### config.mk
export PLATFORM = sky130hd
export DESIGN_NAME = fifo_uart_tx_flat
export DESIGN_NICKNAME = d
export VERILOG_FILES = /design/src/rtl/fifo_uart_tx_pkg.sv /design/src/rtl/fifo_uart_tx_if.sv /design/src/rtl/fifo_uart_tx_baud_tick.sv /design/src/rtl/fifo_uart_tx.sv /design/src/flat_wrapper.sv
export SDC_FILE = /design/constraint.sdc
export NUM_CORES = 1
export LEC_CHECK = 0
export CORE_AREA = 3 3 51 76
export CTS_CLUSTER_SIZE = 10
export DETAILED_ROUTE_END_ITERATION = 6
export DIE_AREA = 0 0 54 79
export DONT_BUFFER_PORTS = 1
export HOLD_SLACK_MARGIN = 0.1
export PLACE_DENSITY = 0.78
export SYNTH_ARGS = -nofsm -noshare
export SYNTH_HDL_FRONTEND = slang
export SYNTH_SLANG_ARGS = --single-unit
### constraint.sdc
create_clock -name clk -period 3.2 [get_ports clk]
set_input_delay 0.32 -clock clk [delete_from_list [all_inputs] [get_ports clk]]
set_output_delay 0.32 -clock clk [all_outputs]
set_load 0.01 [all_outputs]
### src/rtl/fifo_uart_tx_pkg.sv
// Shared types and constants for the FIFO-fed UART transmitter.
// Holds the FSM state encoding, parity mode constants and default baud divisor.
`timescale 1ns/1ps
package fifo_uart_tx_pkg;

  typedef enum logic [2:0] {
    ST_IDLE   = 3'd0,
    ST_FETCH  = 3'd1,
    ST_LOAD   = 3'd2,
    ST_START  = 3'd3,
    ST_DATA   = 3'd4,
    ST_PARITY = 3'd5,
    ST_STOP   = 3'd6
  } tx_state_e;

  localparam bit PAR_EVEN = 1'b0;
  localparam bit PAR_ODD  = 1'b1;

  localparam int DEFAULT_CLKS_PER_BIT = 434;

  // Zero-extending narrower data into d leaves its parity unchanged.
  function automatic logic parity_bit(input logic [31:0] d, input bit odd);
    return (^d) ^ (odd == PAR_ODD);
  endfunction

endpackage

### src/rtl/fifo_uart_tx_if.sv
// Read-side connection between sync_fifo and the UART transmitter.
`timescale 1ns/1ps
interface fifo_uart_tx_if #(
  parameter int DATA_W = 8
);
  // fifo_rd is a one-clk pulse, only raised while fifo_empty=0 and never on two
  // consecutive clks; fifo_dout holds the popped byte from the edge after the edge
  // that samples fifo_rd=1.
  logic              fifo_empty;
  logic              fifo_rd;
  logic [DATA_W-1:0] fifo_dout;

  modport master (output fifo_rd, input fifo_empty, input fifo_dout);
  modport slave  (input fifo_rd, output fifo_empty, output fifo_dout);
endinterface

### src/rtl/fifo_uart_tx_baud_tick.sv
// Baud divider: counts 0..CLKS_PER_BIT-1 and flags the last clk of every bit period.
`timescale 1ns/1ps
module fifo_uart_tx_baud_tick
  import fifo_uart_tx_pkg::*;
#(
  parameter int CLKS_PER_BIT = DEFAULT_CLKS_PER_BIT
) (
  input  logic clk,
  input  logic rst_n,
  input  logic clear,
  output logic tick
);
  localparam int CNT_W = $clog2(CLKS_PER_BIT);

  logic [CNT_W-1:0] cnt;

  assign tick = (cnt == CNT_W'(CLKS_PER_BIT - 1));

  always_ff @(posedge clk or negedge rst_n) begin
    if (!rst_n) begin
      cnt <= '0;
    end else if (clear || tick) begin
      cnt <= '0;
    end else begin
      cnt <= cnt + 1'b1;
    end
  end

endmodule

### src/rtl/fifo_uart_tx.sv
// UART transmitter draining a sync_fifo: fetches bytes, frames them and shifts them out
// on tx, prefetching the next byte during the stop bit so frames run back to back.
`timescale 1ns/1ps
module fifo_uart_tx
  import fifo_uart_tx_pkg::*;
#(
  parameter int DATA_W       = 8,
  parameter int CLKS_PER_BIT = DEFAULT_CLKS_PER_BIT,
  parameter bit PARITY_EN    = 1'b0,
  parameter bit PARITY_ODD   = PAR_EVEN,
  parameter int STOP_BITS    = 1
) (
  input  logic                  clk,
  input  logic                  rst_n,
  input  logic                  enable,
  fifo_uart_tx_if.master        fifo,
  output logic                  tx,
  output logic                  busy,
  output logic                  tx_done,
  output tx_state_e             state_dbg
);
  localparam int BIT_W = $clog2(DATA_W + 1);

  tx_state_e         state;
  logic [DATA_W-1:0] shift_q;
  logic [DATA_W-1:0] shadow_q;
  logic              shadow_vld;
  logic              par_q;
  logic [BIT_W-1:0]  bit_cnt;
  logic [1:0]        pf_pipe;
  logic              stop_first;
  logic              tick;
  logic              baud_clear;
  logic              line_val;

  assign state_dbg  = state;
  assign baud_clear = (state == ST_IDLE) || (state == ST_FETCH) || (state == ST_LOAD);

  fifo_uart_tx_baud_tick #(
    .CLKS_PER_BIT(CLKS_PER_BIT)
  ) u_baud (
    .clk  (clk),
    .rst_n(rst_n),
    .clear(baud_clear),
    .tick (tick)
  );

  // Line level for the current state; tx is its registered copy, one clk behind.
  always_comb begin
    line_val = 1'b1;
    case (state)
      ST_START:  line_val = 1'b0;
      ST_DATA:   line_val = shift_q[0];
      ST_PARITY: line_val = par_q;
      default:   line_val = 1'b1;
    endcase
  end

  always_ff @(posedge clk or negedge rst_n) begin
    if (!rst_n) begin
      state        <= ST_IDLE;
      shift_q      <= '0;
      shadow_q     <= '0;
      shadow_vld   <= 1'b0;
      par_q        <= 1'b0;
      bit_cnt      <= '0;
      pf_pipe      <= '0;
      stop_first   <= 1'b0;
      fifo.fifo_rd <= 1'b0;
      tx           <= 1'b1;
      busy         <= 1'b0;
      tx_done      <= 1'b0;
    end else begin
      fifo.fifo_rd <= 1'b0;
      tx_done      <= 1'b0;
      stop_first   <= 1'b0;
      tx           <= line_val;
      busy         <= (state != ST_IDLE);
      pf_pipe      <= {pf_pipe[0], 1'b0};

      // Prefetched byte appears on fifo_dout two clks after its rd pulse.
      if (pf_pipe[1]) begin
        shadow_q   <= fifo.fifo_dout;
        shadow_vld <= 1'b1;
      end

      case (state)
        ST_IDLE: begin
          if (enable && !fifo.fifo_empty) begin
            fifo.fifo_rd <= 1'b1;
            busy         <= 1'b1;
            state        <= ST_FETCH;
          end
        end
        ST_FETCH: state <= ST_LOAD;
        ST_LOAD: begin
          shift_q <= fifo.fifo_dout;
          par_q   <= parity_bit(32'(fifo.fifo_dout), PARITY_ODD);
          bit_cnt <= '0;
          state   <= ST_START;
        end
        ST_START: if (tick) state <= ST_DATA;
        ST_DATA: begin
          if (tick) begin
            shift_q <= shift_q >> 1;
            if (bit_cnt == BIT_W'(DATA_W - 1)) begin
              bit_cnt <= '0;
              if (PARITY_EN) begin
                state <= ST_PARITY;
              end else begin
                state      <= ST_STOP;
                stop_first <= 1'b1;
              end
            end else begin
              bit_cnt <= bit_cnt + 1'b1;
            end
          end
        end
        ST_PARITY: begin
          if (tick) begin
            state      <= ST_STOP;
            stop_first <= 1'b1;
          end
        end
        ST_STOP: begin
          if (stop_first && enable && !fifo.fifo_empty) begin
            fifo.fifo_rd <= 1'b1;
            pf_pipe[0]   <= 1'b1;
          end
          if (tick) begin
            if (bit_cnt == BIT_W'(STOP_BITS - 1)) begin
              tx_done <= 1'b1;
              bit_cnt <= '0;
              if (shadow_vld) begin
                shift_q    <= shadow_q;
                par_q      <= parity_bit(32'(shadow_q), PARITY_ODD);
                shadow_vld <= 1'b0;
                state      <= ST_START;
              end else begin
                state <= ST_IDLE;
              end
            end else begin
              bit_cnt <= bit_cnt + 1'b1;
            end
          end
        end
        default: state <= ST_IDLE;
      endcase
    end
  end

endmodule
### src/flat_wrapper.sv
// flat-port wrapper written by rule: the top's interface ports become plain ports
module fifo_uart_tx_flat import fifo_uart_tx_pkg::*;
#(
  parameter int DATA_W       = 8,
  parameter int CLKS_PER_BIT = DEFAULT_CLKS_PER_BIT,
  parameter bit PARITY_EN    = 1'b0,
  parameter bit PARITY_ODD   = PAR_EVEN,
  parameter int STOP_BITS    = 1
)
  (clk, rst_n, enable, tx, busy, tx_done, state_dbg, fifo_fifo_rd, fifo_fifo_empty, fifo_fifo_dout);
  fifo_uart_tx_if #(.DATA_W(DATA_W)) fifo_i ();
  input  logic clk;
  input  logic rst_n;
  input  logic enable;
  output logic tx;
  output logic busy;
  output logic tx_done;
  output tx_state_e state_dbg;
  output wire logic [$bits(fifo_i.fifo_rd)-1:0] fifo_fifo_rd;
  input wire logic [$bits(fifo_i.fifo_empty)-1:0] fifo_fifo_empty;
  input wire logic [$bits(fifo_i.fifo_dout)-1:0] fifo_fifo_dout;
  assign fifo_fifo_rd = fifo_i.fifo_rd;
  assign fifo_i.fifo_empty = fifo_fifo_empty;
  assign fifo_i.fifo_dout = fifo_fifo_dout;
  fifo_uart_tx #(.DATA_W(DATA_W), .CLKS_PER_BIT(CLKS_PER_BIT), .PARITY_EN(PARITY_EN), .PARITY_ODD(PARITY_ODD), .STOP_BITS(STOP_BITS)) u_core (.clk(clk), .rst_n(rst_n), .enable(enable), .fifo(fifo_i), .tx(tx), .busy(busy), .tx_done(tx_done), .state_dbg(state_dbg));
endmodule
==> metrics.md, run 1 <==
| Metric | Value |
|---|---|
| Worst-Skew Late Latency | 0.31 ns |
| Placement Cell Area | 2148 um^2 |
| Post-synthesis compound-gate area fraction | 10.61% |
| Area delta synth->final | 6.880% |
| Clock Sinks | 41 |
| Routed Antenna Nets | 0 |
| IO Count | 19 |
| Worst Path Max Fanout | 12 |
| Yosys warns | 0 |
| Slew Limit Headroom | 32.45% |
| Top area cells in the synthesized netlist | dfrtp_1 (47%), mux2_2 (8.4%), xnor2_1 (6.1%) |
| RePlAce Congestion | 0.8254 |
| Post-Synthesis Cell Area | 2146 um^2 |
| Post-CTS setup buffer count | 0 |
| Post-Syn Instances | 215 |
| Total track usage | 22.19% |
| Fin Setup TNS | 0 ns |
| F_max | 0.4346 GHz |
| Synth top cells by count | dfrtp_1 (40), nand2_1 (26), o21ai_0 (19) |
| CTS root buf | clkbuf_8 |
| N_diodes | 0 |
| Drt drc | 0 |
| Worst hold-check path type | in -> reg |
| Slowest cell delay on critical path | 0.61 ns |
| CP max-delay cell | dfrtp_1 |
| Mean area per synthesized cell | 9.981 um^2 |
| Worst endpoint required time | 3.38 ns |
| CP Capture Type | flip-flop |
| Fin nets | 230 |
| Tcrit/Tclk final | 71.90% |
| CTS clk-pin slew, worst paths | 0.09 ns |
| Die Ht | 79 um |
| Actual slew at the worst max-slew pin | 1.013 ns |
| Critical Path Source Type | flip-flop |
| Final WL | 3989 um |
| Synth top area share | 46.65% |
| Die span in x | 54 um |
| Drt pass-1 iters | 4 |
| Synth Area in XOR/XNOR | 8.163% |
| Outcome | complete, no violations |
| PnR worst setup slack | 0.8991 ns |
| Global-route wire length before repair | 6824 um |
| Fraction of layout cells with a size suffix above 1 | 14.88% |
| Power Dens Cells | 447.8 nW/um^2 |
| R2r setup slk | 0.90 ns |
| Post-DP HPWL | 2823 um |
| Post_cts resized | 0 |
| CTS Buf Count | 5 |
| Power, Total | 0.001027 W |
| Initial core utilization | 66.60% |
| Most common cell in the netlist | dfrtp_1 |
| DR vias/cell | 5.992 |
| Yosys top cell by area | dfrtp_1 |
| Hold Slack | 0.1690 ns |
| Initial antenna violation count | 0 |
| Post-Synth Simple-Gate Area | 15.92% |
| Synthesized-area fraction occupied by adder cells | 2.332% |
| Pleak | 1.037 nW |
| Count of endpoints failing setup in the final report | 0 |
| Cells along the critical path | inv_1 > or4_4 > a21oi_2 > o21ba_2 > mux2_2 |
| Max_cap viols | 0 |
| DIE AREA | 4266 um^2 |
| Total number of vias | 1528 |
| IR Drop Worst-Case VDD | 0.0006710 V |
| CP Class | reg -> reg |
| Total grt overflow | 0 |
| Post-synthesis mux area share | 11.66% |
| Largest delay share family, worst path | flip-flops |
| Port-buffer cells | 0 |
| Sequential element share of the synthesized area | 47.87% |
| Tmin final | 2.301 ns |
| Arr. time, crit path | 2.48 ns |
| Fill cell count | 228 |
| Synth Register Bits | 41 |
| Largest net degree at the start of global routing | 42 |
| Pre-CTS WS | 0.9541 ns |
| Top FF cell, synth | dfrtp_1 |
| Unrepaired setup endpoints after global routing | false |
| TritonCTS clock tree | done |
| Final instance area | 2293 um^2 |
| DRT iter0 DRCs | 32 |
| Final hold vios | 0 |
| Max clock buf depth | 2 |
| H-tree depth | 2 |
| Wire length per cell | 15.64 um |
| Post-synth ARST share | 100.0% |
| Pins Over Slew Limit | 0 |
| Syn nets | 231 |
| Main combinational cell family by area after synthesis | simple AND/OR/NAND/NOR gates |
| CP bufs+invs | 1 |
| # rows | 25 |
| Number of synthesized flops with an enable pin | 0 |
| Vias in the first global route | 1530 |
| Core Region | 3222 um^2 |
| Synth cell types | 39 |
| Skew final | 0.01077 ns |
-- sequential cells by signal, indices dropped and copies added, names as in the netlist --
name / flops
u_core.bit_cnt: 4
u_core.busy: 1
u_core.fifo.fifo_rd: 1
u_core.par_q: 1
u_core.pf_pipe: 2
u_core.shadow_q: 8
u_core.shadow_vld: 1
u_core.shift_q: 8
u_core.state_dbg: 3
u_core.stop_first: 1
u_core.tx: 1
u_core.tx_done: 1
u_core.u_baud.cnt: 9
-- per-stage QoR --
step                      instances  utilization [%]
after floorplan                 215                -
after global placement          245            66.68
after detailed placement        245            66.68
after CTS                       255            71.18
after global routing            255            71.18
final                           255            71.18
-- final cells by class --
cell class	instances	area, um^2	area share [%]
clock buffer	5	68.82	3.001
clock inverter	3	46.29	2.019
inverter	7	26.28	1.146
multi-input combinational	157	1045	45.55
sequential	41	1027	44.79
tap	40	50.05	2.182
timing repair buffer	2	30.03	1.309
-- report_power, final --
group | total [W] | switching, W | internal [W]
sequential | 0.000544 | 0.0000113 | 0.000533
clock | 0.000418 | 0.000184 | 0.000233
combinational | 0.0000654 | 0.0000318 | 0.0000337
-- final timing paths --
kind                                                  from                        endpoint  cells past startpoint
setup / recovery           u_core.state_dbg[2]$_DFFE_PN0P_   u_core.shift_q[0]$_DFFE_PN0P_                      5
hold / removal                           fifo_fifo_dout[5]  u_core.shadow_q[5]$_DFFE_PN0P_                      1
setup reg to reg           u_core.state_dbg[2]$_DFFE_PN0P_   u_core.shift_q[0]$_DFFE_PN0P_                      5
hold reg to reg                u_core.pf_pipe[0]$_DFF_PN0_     u_core.pf_pipe[1]$_DFF_PN0_                      0
max in group asynchronous                            rst_n             u_core.tx$_DFF_PN1_                      2
min in group asynchronous                            rst_n     u_core.shadow_vld$_DFF_PN0_                      2
-- repair_timing --
item | in CTS | in global routing
endpoints found under the hold margin | 41 | 0
endpoints found under the setup margin | 0 | 0
hold buffers | 2 | 0
-- cell usage in the layout, fill, tap and decap left out, types with 2 or more instances in the layout --
| master | n |
|---|---|
| nand3_1 | 5 |
| xor2_1 | 5 |
| nand2_1 | 26 |
| mux2_2 | 16 |
| or3_1 | 2 |
| mux2i_1 | 7 |
| o21ai_0 | 19 |
| ha_1 | 4 |
| xnor2_1 | 15 |
| o21a_1 | 2 |
| nand2b_1 | 7 |
| a21oi_1 | 7 |
| inv_1 | 7 |
| nor2_1 | 17 |
| dfrtp_1 | 40 |
| clkbuf_8 | 5 |
| o22ai_1 | 2 |
| nor3_1 | 5 |
-- per-layer routing --
layer | GRT usage [%] | vias to the layer above | wire length, um
li1 | - | 732 | -
met1 | 26.33 | 745 | 1566
met2 | 36.41 | 40 | 2127
met3 | 6.004 | 11 | 186
met4 | 9.975 | 0 | 109
met5 | 0 | - | 0
-- cells by family after synthesis --
family	Yosys count
adder cells (fa/ha/maj)	4
buffers and inverters	17
XOR/XNOR	20
AND/OR/NAND/NOR	72
multiplexers	23
AO/OA/AOI/OAI	38
flip-flops	41
No activity file was read; power rests on OpenSTA's default activity.
==> inputs of run 2 (changes only) <==
--- a/config.mk
+++ b/config.mk
@@ -5,13 +5,13 @@
 export SDC_FILE = /design/constraint.sdc
 export NUM_CORES = 1
 export LEC_CHECK = 0
-export CORE_AREA = 3 3 51 76
+export CORE_AREA = 3 3 53 79
 export CTS_CLUSTER_SIZE = 10
 export DETAILED_ROUTE_END_ITERATION = 6
-export DIE_AREA = 0 0 54 79
+export DIE_AREA = 0 0 56 82
 export DONT_BUFFER_PORTS = 1
 export HOLD_SLACK_MARGIN = 0.1
-export PLACE_DENSITY = 0.78
+export PLACE_DENSITY = 0.72
 export SYNTH_ARGS = -nofsm -noshare
 export SYNTH_HDL_FRONTEND = slang
 export SYNTH_SLANG_ARGS = --single-unit
==> constraint.sdc (replaced) <==
create_clock -name clk -period 2.19 [get_ports clk]
set_input_delay 0.219 -clock clk [delete_from_list [all_inputs] [get_ports clk]]
set_output_delay 0.219 -clock clk [all_outputs]
set_load 0.01 [all_outputs]
==> run 2 against run 1 <==
Clock skew shrank 0.0077 ns. Register-to-register slack lost 0.78 ns. Combinational power grew 59%. Non-clock buffer count grew 14. Fmax grew 11%. Routed wire length shrank 2.5%. Flip-flop and latch count is the same. Hold slack lost 0.050 ns. Via count shrank 0.13%. Worst setup slack lost 0.78 ns. Core utilization shrank 5.8 points. Critical path depth is the same. Critical path type unchanged.
==> metrics.md, run 2 (synthesis gave the netlist of run 1 again) <==
| Metric | Value |
|---|---|
| Most frequent cells in the layout | dfrtp_1 (40), nand2_1 (26), o21ai_0 (19) |
| IR Drop Worst-Case VDD | 0.0004596 V |
| Reg power frac | 58.4% |
| Worst endpoint required time | 2.36 ns |
| Final WL | 3888 um |
| Most flops, register | u_core.u_baud.cnt |
| Count of endpoints failing setup in the final report | 0 |
| Worst-Skew Late Latency | 0.29 ns |
| CP max-delay cell | or4_4 |
| Max reg flops | 9 |
| Slew Limit Headroom | 64.21% |
| DRT iter0 DRCs | 65 |
| Slowest cell delay on critical path | 0.54 ns |
| Port-buffer cells | 0 |
| Multi-input logic area | 1045 um^2 |
| Global-route wire length before repair | 6589 um |
| N_diodes | 0 |
| TritonCTS clock tree | done |
| Leading cell type in the layout, fill and taps excluded | dfrtp_1 |
| CP Class | reg -> reg |
| Total grt overflow | 0 |
| Largest net degree at the start of global routing | 42 |
| CTS clk-pin slew, worst paths | 0.07 ns |
| Post-route non-filler standard cell count | 272 |
| CTS root buf | clkbuf_8 |
| Drt drc | 0 |
| Core Region | 3649 um^2 |
| Total track usage | 18.58% |
| Cell Count Post-Placement | 254 |
| Cells along the critical path | or2_1 > or4_4 > a21oi_2 > o21ba_2 > mux2_2 |
| CP Capture Type | flip-flop |
| Net switching power | 0.0002920 W |
| RePlAce Congestion | 0.7659 |
| Fin Setup TNS | 0 ns |
| Worst Path Max Fanout | 8 |
| # rows | 27 |
| Post-DP HPWL | 2797 um |
| Critical Path Source Type | flip-flop |
| Final core occ | 65.43% |
| Unrepaired setup endpoints after global routing | false |
| Fraction of layout cells with a size suffix above 1 | 15.28% |
| Initial antenna violation count | 0 |
| Pleak | 1.083 nW |
| H-tree depth | 2 |
| Post_cts resized | 0 |
| IO Count | 19 |
| Final hold vios | 0 |
| Pins Over Slew Limit | 0 |
| FF+latch area | 1027 um^2 |
| Largest delay share family, worst path | simple AND/OR/NAND/NOR gates |
| CP bufs+invs | 0 |
| Post-CTS setup buffer count | 0 |
| Actual slew at the worst max-slew pin | 0.5368 ns |
| Switching Fraction | 21.54% |
| Vias in the first global route | 1484 |
| Outcome | complete, no violations |
| Routed Antenna Nets | 0 |
| Die span in x | 56 um |
| Arr. time, crit path | 2.24 ns |
| Internal power | 0.001063 W |
| Tcrit/Tclk final | 94.39% |
| Clk pwr share | 33.9% |
| Worst hold-check path type | in -> reg |
| Fin nets | 244 |
| Area delta synth->final | 11.25% |
| Clock Sinks | 41 |
| Wire length per cell | 14.29 um |
| Max clock buf depth | 2 |
| DR vias/cell | 5.610 |
| Max_cap viols | 0 |
| Total number of vias | 1526 |
| CTS Buf Count | 5 |
| Logic pwr share | 7.7% |
| F_max | 0.4838 GHz |
| Fill cell count | 304 |
| Placement Cell Area | 2197 um^2 |
| Skew final | 0.003032 ns |
| Drt pass-1 iters | 4 |
| Power Dens Cells | 567.8 nW/um^2 |
| Tmin final | 2.067 ns |
| DIE AREA | 4592 um^2 |
| Final instance area | 2387 um^2 |
| Largest registers | u_core.u_baud.cnt (9), u_core.shadow_q (8), u_core.shift_q (8) |
| Die Ht | 82 um |
| Initial core utilization | 58.81% |
run 2: worst reg2reg max path, stage by stage, from the launching register on:
cell     delay, ns
dfrtp_1       0.41
or2_1         0.25
or4_4         0.54
a21oi_2       0.12
o21ba_2       0.27
mux2_2        0.37
run 2: layer usage:
metal | routed length, um | global-route usage [%] | part of all wire (%)
met4 | 91 | 9.501 | 2.3
met1 | 1661 | 21.60 | 43
met2 | 2009 | 32.67 | 52
met3 | 126 | 3.459 | 3.2
met5 | 0 | 0 | 0
run 2: path summary, 6_finish.rpt:
kind                                                     start  cells past startpoint  slack, ns                             to
worst max register to register  u_core.u_baud.cnt[2]$_DFF_PN0_                      5       0.12  u_core.shift_q[2]$_DFFE_PN0P_
worst max-delay path            u_core.u_baud.cnt[2]$_DFF_PN0_                      5       0.12  u_core.shift_q[2]$_DFFE_PN0P_
worst min register to register     u_core.pf_pipe[0]$_DFF_PN0_                      0       0.37    u_core.pf_pipe[1]$_DFF_PN0_
min in group asynchronous                                rst_n                      2       0.40    u_core.pf_pipe[1]$_DFF_PN0_
worst min-delay path                                    enable                      2       0.12          u_core.busy$_DFF_PN0_
max in group asynchronous                                rst_n                      2       1.53            u_core.tx$_DFF_PN1_
run 2: area by class of cell:
cell class / count / area share, %
Multi-Input combinational cell: 157 / 43.76
Sequential cell: 41 / 43.03
Tap cell: 43 / 2.254
Inverter: 7 / 1.101
Clock buffer: 8 / 3.354
Timing Repair Buffer: 16 / 6.499
run 2: per-stage QoR:
| stage | total power [W] | hold slack [ns] | setup WS (ns) |
|---|---|---|---|
| after global placement | 0.0008793 | -0.07567 | 0.1605 |
| after detailed placement | 0.0008811 | -0.07559 | 0.1274 |
| final | 0.001355 | 0.1194 | 0.1229 |
| after CTS | 0.001376 | 0.1193 | 0.1122 |
| after floorplan | 0.0008680 | -0.07659 | 0.2379 |
| after global routing | 0.001423 | 0.1378 | 0.03871 |
run 2: power groups by stage:
stage                     registers (W)  logic [W]  clock network (W)
after floorplan                0.000803  0.0000650                  0
after global placement         0.000806  0.0000728                  0
after detailed placement       0.000807  0.0000742                  0
after CTS                      0.000792   0.000106           0.000478
after global routing           0.000796   0.000118           0.000510
final                          0.000792   0.000104           0.000460
run 2: what timing repair did:
item / CTS / global route
hold buffers: 10 / 0
hold endpoints to repair: 49 / 0
setup endpoints to repair: 0 / 0
==> inputs of run 3 (changes only) <==
--- a/config.mk
+++ b/config.mk
@@ -11,6 +11,7 @@
 export DIE_AREA = 0 0 56 82
 export DONT_BUFFER_PORTS = 1
 export HOLD_SLACK_MARGIN = 0.1
+export MAX_ROUTING_LAYER = met4
 export PLACE_DENSITY = 0.72
 export SYNTH_ARGS = -nofsm -noshare
 export SYNTH_HDL_FRONTEND = slang
==> run 3 against run 2 <==
Non-clock buffer count unchanged. Sequential share of layout area unchanged. Hold slack got worse by 0.00087 ns. Power about the same. Sequential power about the same. Fmax about the same. Cell area unchanged. Worst setup slack about the same. Combinational power about the same. Clock skew about the same. Via count about the same. Critical path type unchanged. Largest cell class unchanged.
==> metrics.md, run 3 (synthesis gave the netlist of run 1 again) <==
| Metric | Value |
|---|---|
| TritonCTS clock tree | done |
| Unrepaired setup endpoints after global routing | false |
| Area delta synth->final | 11.25% |
| Placement Cell Area | 2197 um^2 |
| Hold Path Sink | u_core.busy$_DFF_PN0_ |
| Met2 GRT Util | 32.67% |
| Slew Limit Headroom | 64.16% |
| # rows | 27 |
| Total number of vias | 1527 |
| Drt drc | 0 |
| CP max-delay cell | or4_4 |
| R2r setup slk | 0.12 ns |
| Fill cell count | 304 |
| Pleak | 1.083 nW |
| Count of endpoints failing setup in the final report | 0 |
| Max_cap viols | 0 |
| Worst hold path depth | 2 |
| Port-buffer cells | 0 |
| Drt pass-1 iters | 4 |
| Most flops, register | u_core.u_baud.cnt |
| Worst hold-check path type | in -> reg |
| Core Region | 3649 um^2 |
| Worst R2R Start | u_core.u_baud.cnt[2]$_DFF_PN0_ |
| Final hold vios | 0 |
| CTS clk-pin slew, worst paths | 0.07 ns |
| DIE AREA | 4592 um^2 |
| Leading cell type in the layout, fill and taps excluded | dfrtp_1 |
| Max clock buf depth | 2 |
| Cells along the critical path | or2_1 > or4_4 > a21oi_2 > o21ba_2 > mux2_2 |
| Pins Over Slew Limit | 0 |
| Skew final | 0.003008 ns |
| DRT iter0 DRCs | 65 |
| Clock Sinks | 41 |
| Global-route wire length before repair | 6582 um |
| R2R cell count | 5 |
| Largest registers | u_core.u_baud.cnt (9), u_core.shadow_q (8), u_core.shift_q (8) |
| Arr. time, crit path | 2.24 ns |
| Post-CTS setup buffer count | 0 |
| Hold Startpoint | enable |
| N_diodes | 0 |
| Total grt overflow | 0 |
| Terminus of the critical flop-to-flop path | u_core.shift_q[2]$_DFFE_PN0P_ |
| CP Capture Type | flip-flop |
| Fin Setup TNS | 0 ns |
| DR vias/cell | 5.614 |
| CP Class | reg -> reg |
| Die span in x | 56 um |
| Gr busiest metal | met2 |
| Outcome | complete, no violations |
| Wire length per cell | 14.31 um |
| Initial antenna violation count | 0 |
| IO Count | 19 |
| Max reg flops | 9 |
| Power Dens Cells | 568.1 nW/um^2 |
| RePlAce Congestion | 0.7761 |
| Total track usage | 19.12% |
| Worst Path Max Fanout | 8 |
| CTS Buf Count | 5 |
| Tmin final | 2.067 ns |
| Fraction of layout cells with a size suffix above 1 | 15.28% |
| Final instance area | 2387 um^2 |
| Critical Path Source Type | flip-flop |
| Fin nets | 244 |
| Routed Antenna Nets | 0 |
| Worst-Skew Late Latency | 0.29 ns |
| Actual slew at the worst max-slew pin | 0.5376 ns |
| Met1 usage | 21.60% |
| Final WL | 3892 um |
| Most frequent cells in the layout | dfrtp_1 (40), nand2_1 (26), o21ai_0 (19) |
| Tcrit/Tclk final | 94.38% |
| Post-DP HPWL | 2797 um |
| H-tree depth | 2 |
| Initial core utilization | 58.81% |
| Die Ht | 82 um |
| CTS root buf | clkbuf_8 |
| GRT met3 Usage | 3.459% |
| F_max | 0.4838 GHz |
| Largest net degree at the start of global routing | 42 |
| Vias in the first global route | 1487 |
| Slowest cell delay on critical path | 0.54 ns |
| IR Drop Worst-Case VDD | 0.0004595 V |
| Worst endpoint required time | 2.36 ns |
==> run 3: worst max-delay path by stage <==
stage                                               from                             to  slack (ns)  cells after the start
after detailed placement  u_core.u_baud.cnt[2]$_DFF_PN0_  u_core.shift_q[4]$_DFFE_PN0P_        0.13                      5
after CTS                 u_core.u_baud.cnt[2]$_DFF_PN0_  u_core.shift_q[5]$_DFFE_PN0P_        0.11                      5
after global placement    u_core.u_baud.cnt[2]$_DFF_PN0_  u_core.shift_q[4]$_DFFE_PN0P_        0.16                      5
after global routing      u_core.u_baud.cnt[2]$_DFF_PN0_  u_core.shift_q[5]$_DFFE_PN0P_        0.04                      5
after floorplan           u_core.u_baud.cnt[2]$_DFF_PN0_  u_core.shift_q[0]$_DFFE_PN0P_        0.24                      6
final                     u_core.u_baud.cnt[2]$_DFF_PN0_  u_core.shift_q[2]$_DFFE_PN0P_        0.12                      5
==> run 3: stage by stage <==
stage          hold slack (ns)  setup WS (ns)  power [W]  cells  util (%)
4_1_cts                 0.1193         0.1122   0.001376    272     65.43
3_3_place_gp          -0.07567         0.1605  0.0008793    254     60.22
2_1_floorplan         -0.07659         0.2379  0.0008680    215         -
5_1_grt                 0.1378        0.03871   0.001423    272     65.43
3_5_place_dp          -0.07559         0.1274  0.0008811    254     60.22
6_report                0.1185         0.1230   0.001356    272     65.43
==> run 3: final cells by class <==
| type | instances | area (um^2) | area share (%) |
|---|---|---|---|
| clock buffer | 8 | 80.08 | 3.354 |
| inverter | 7 | 26.28 | 1.101 |
| multi-input combinational | 157 | 1045 | 43.76 |
| sequential | 41 | 1027 | 43.03 |
| tap | 43 | 53.80 | 2.254 |
| timing repair buffer | 16 | 155.1 | 6.499 |
==> run 3: critical path: cells and delay by family, from the launching register on <==
kind	cells	cell delay, ns
multiplexers	1	0.37
AO/OA/AOI/OAI	2	0.39
AND/OR/NAND/NOR	2	0.79
flip-flops	1	0.41
==> run 3: routing by layer <==
metal | vias to the layer above | wire [um]
met5 | - | 0
met4 | 0 | 90
met3 | 8 | 128
met2 | 29 | 2011
met1 | 735 | 1661
li1 | 755 | -
==> run 3: report_power, final <==
part           internal, W  switching [W]  total [W]
sequential        0.000779      0.0000133   0.000792
combinational    0.0000586      0.0000451   0.000104
clock             0.000226       0.000234   0.000460
==> run 3: repair_timing <==
item                                    CTS  global route
endpoints found under the setup margin    0             0
resized for setup                         0             0
hold buffers                             10             0
hold endpoints to repair                 49             0
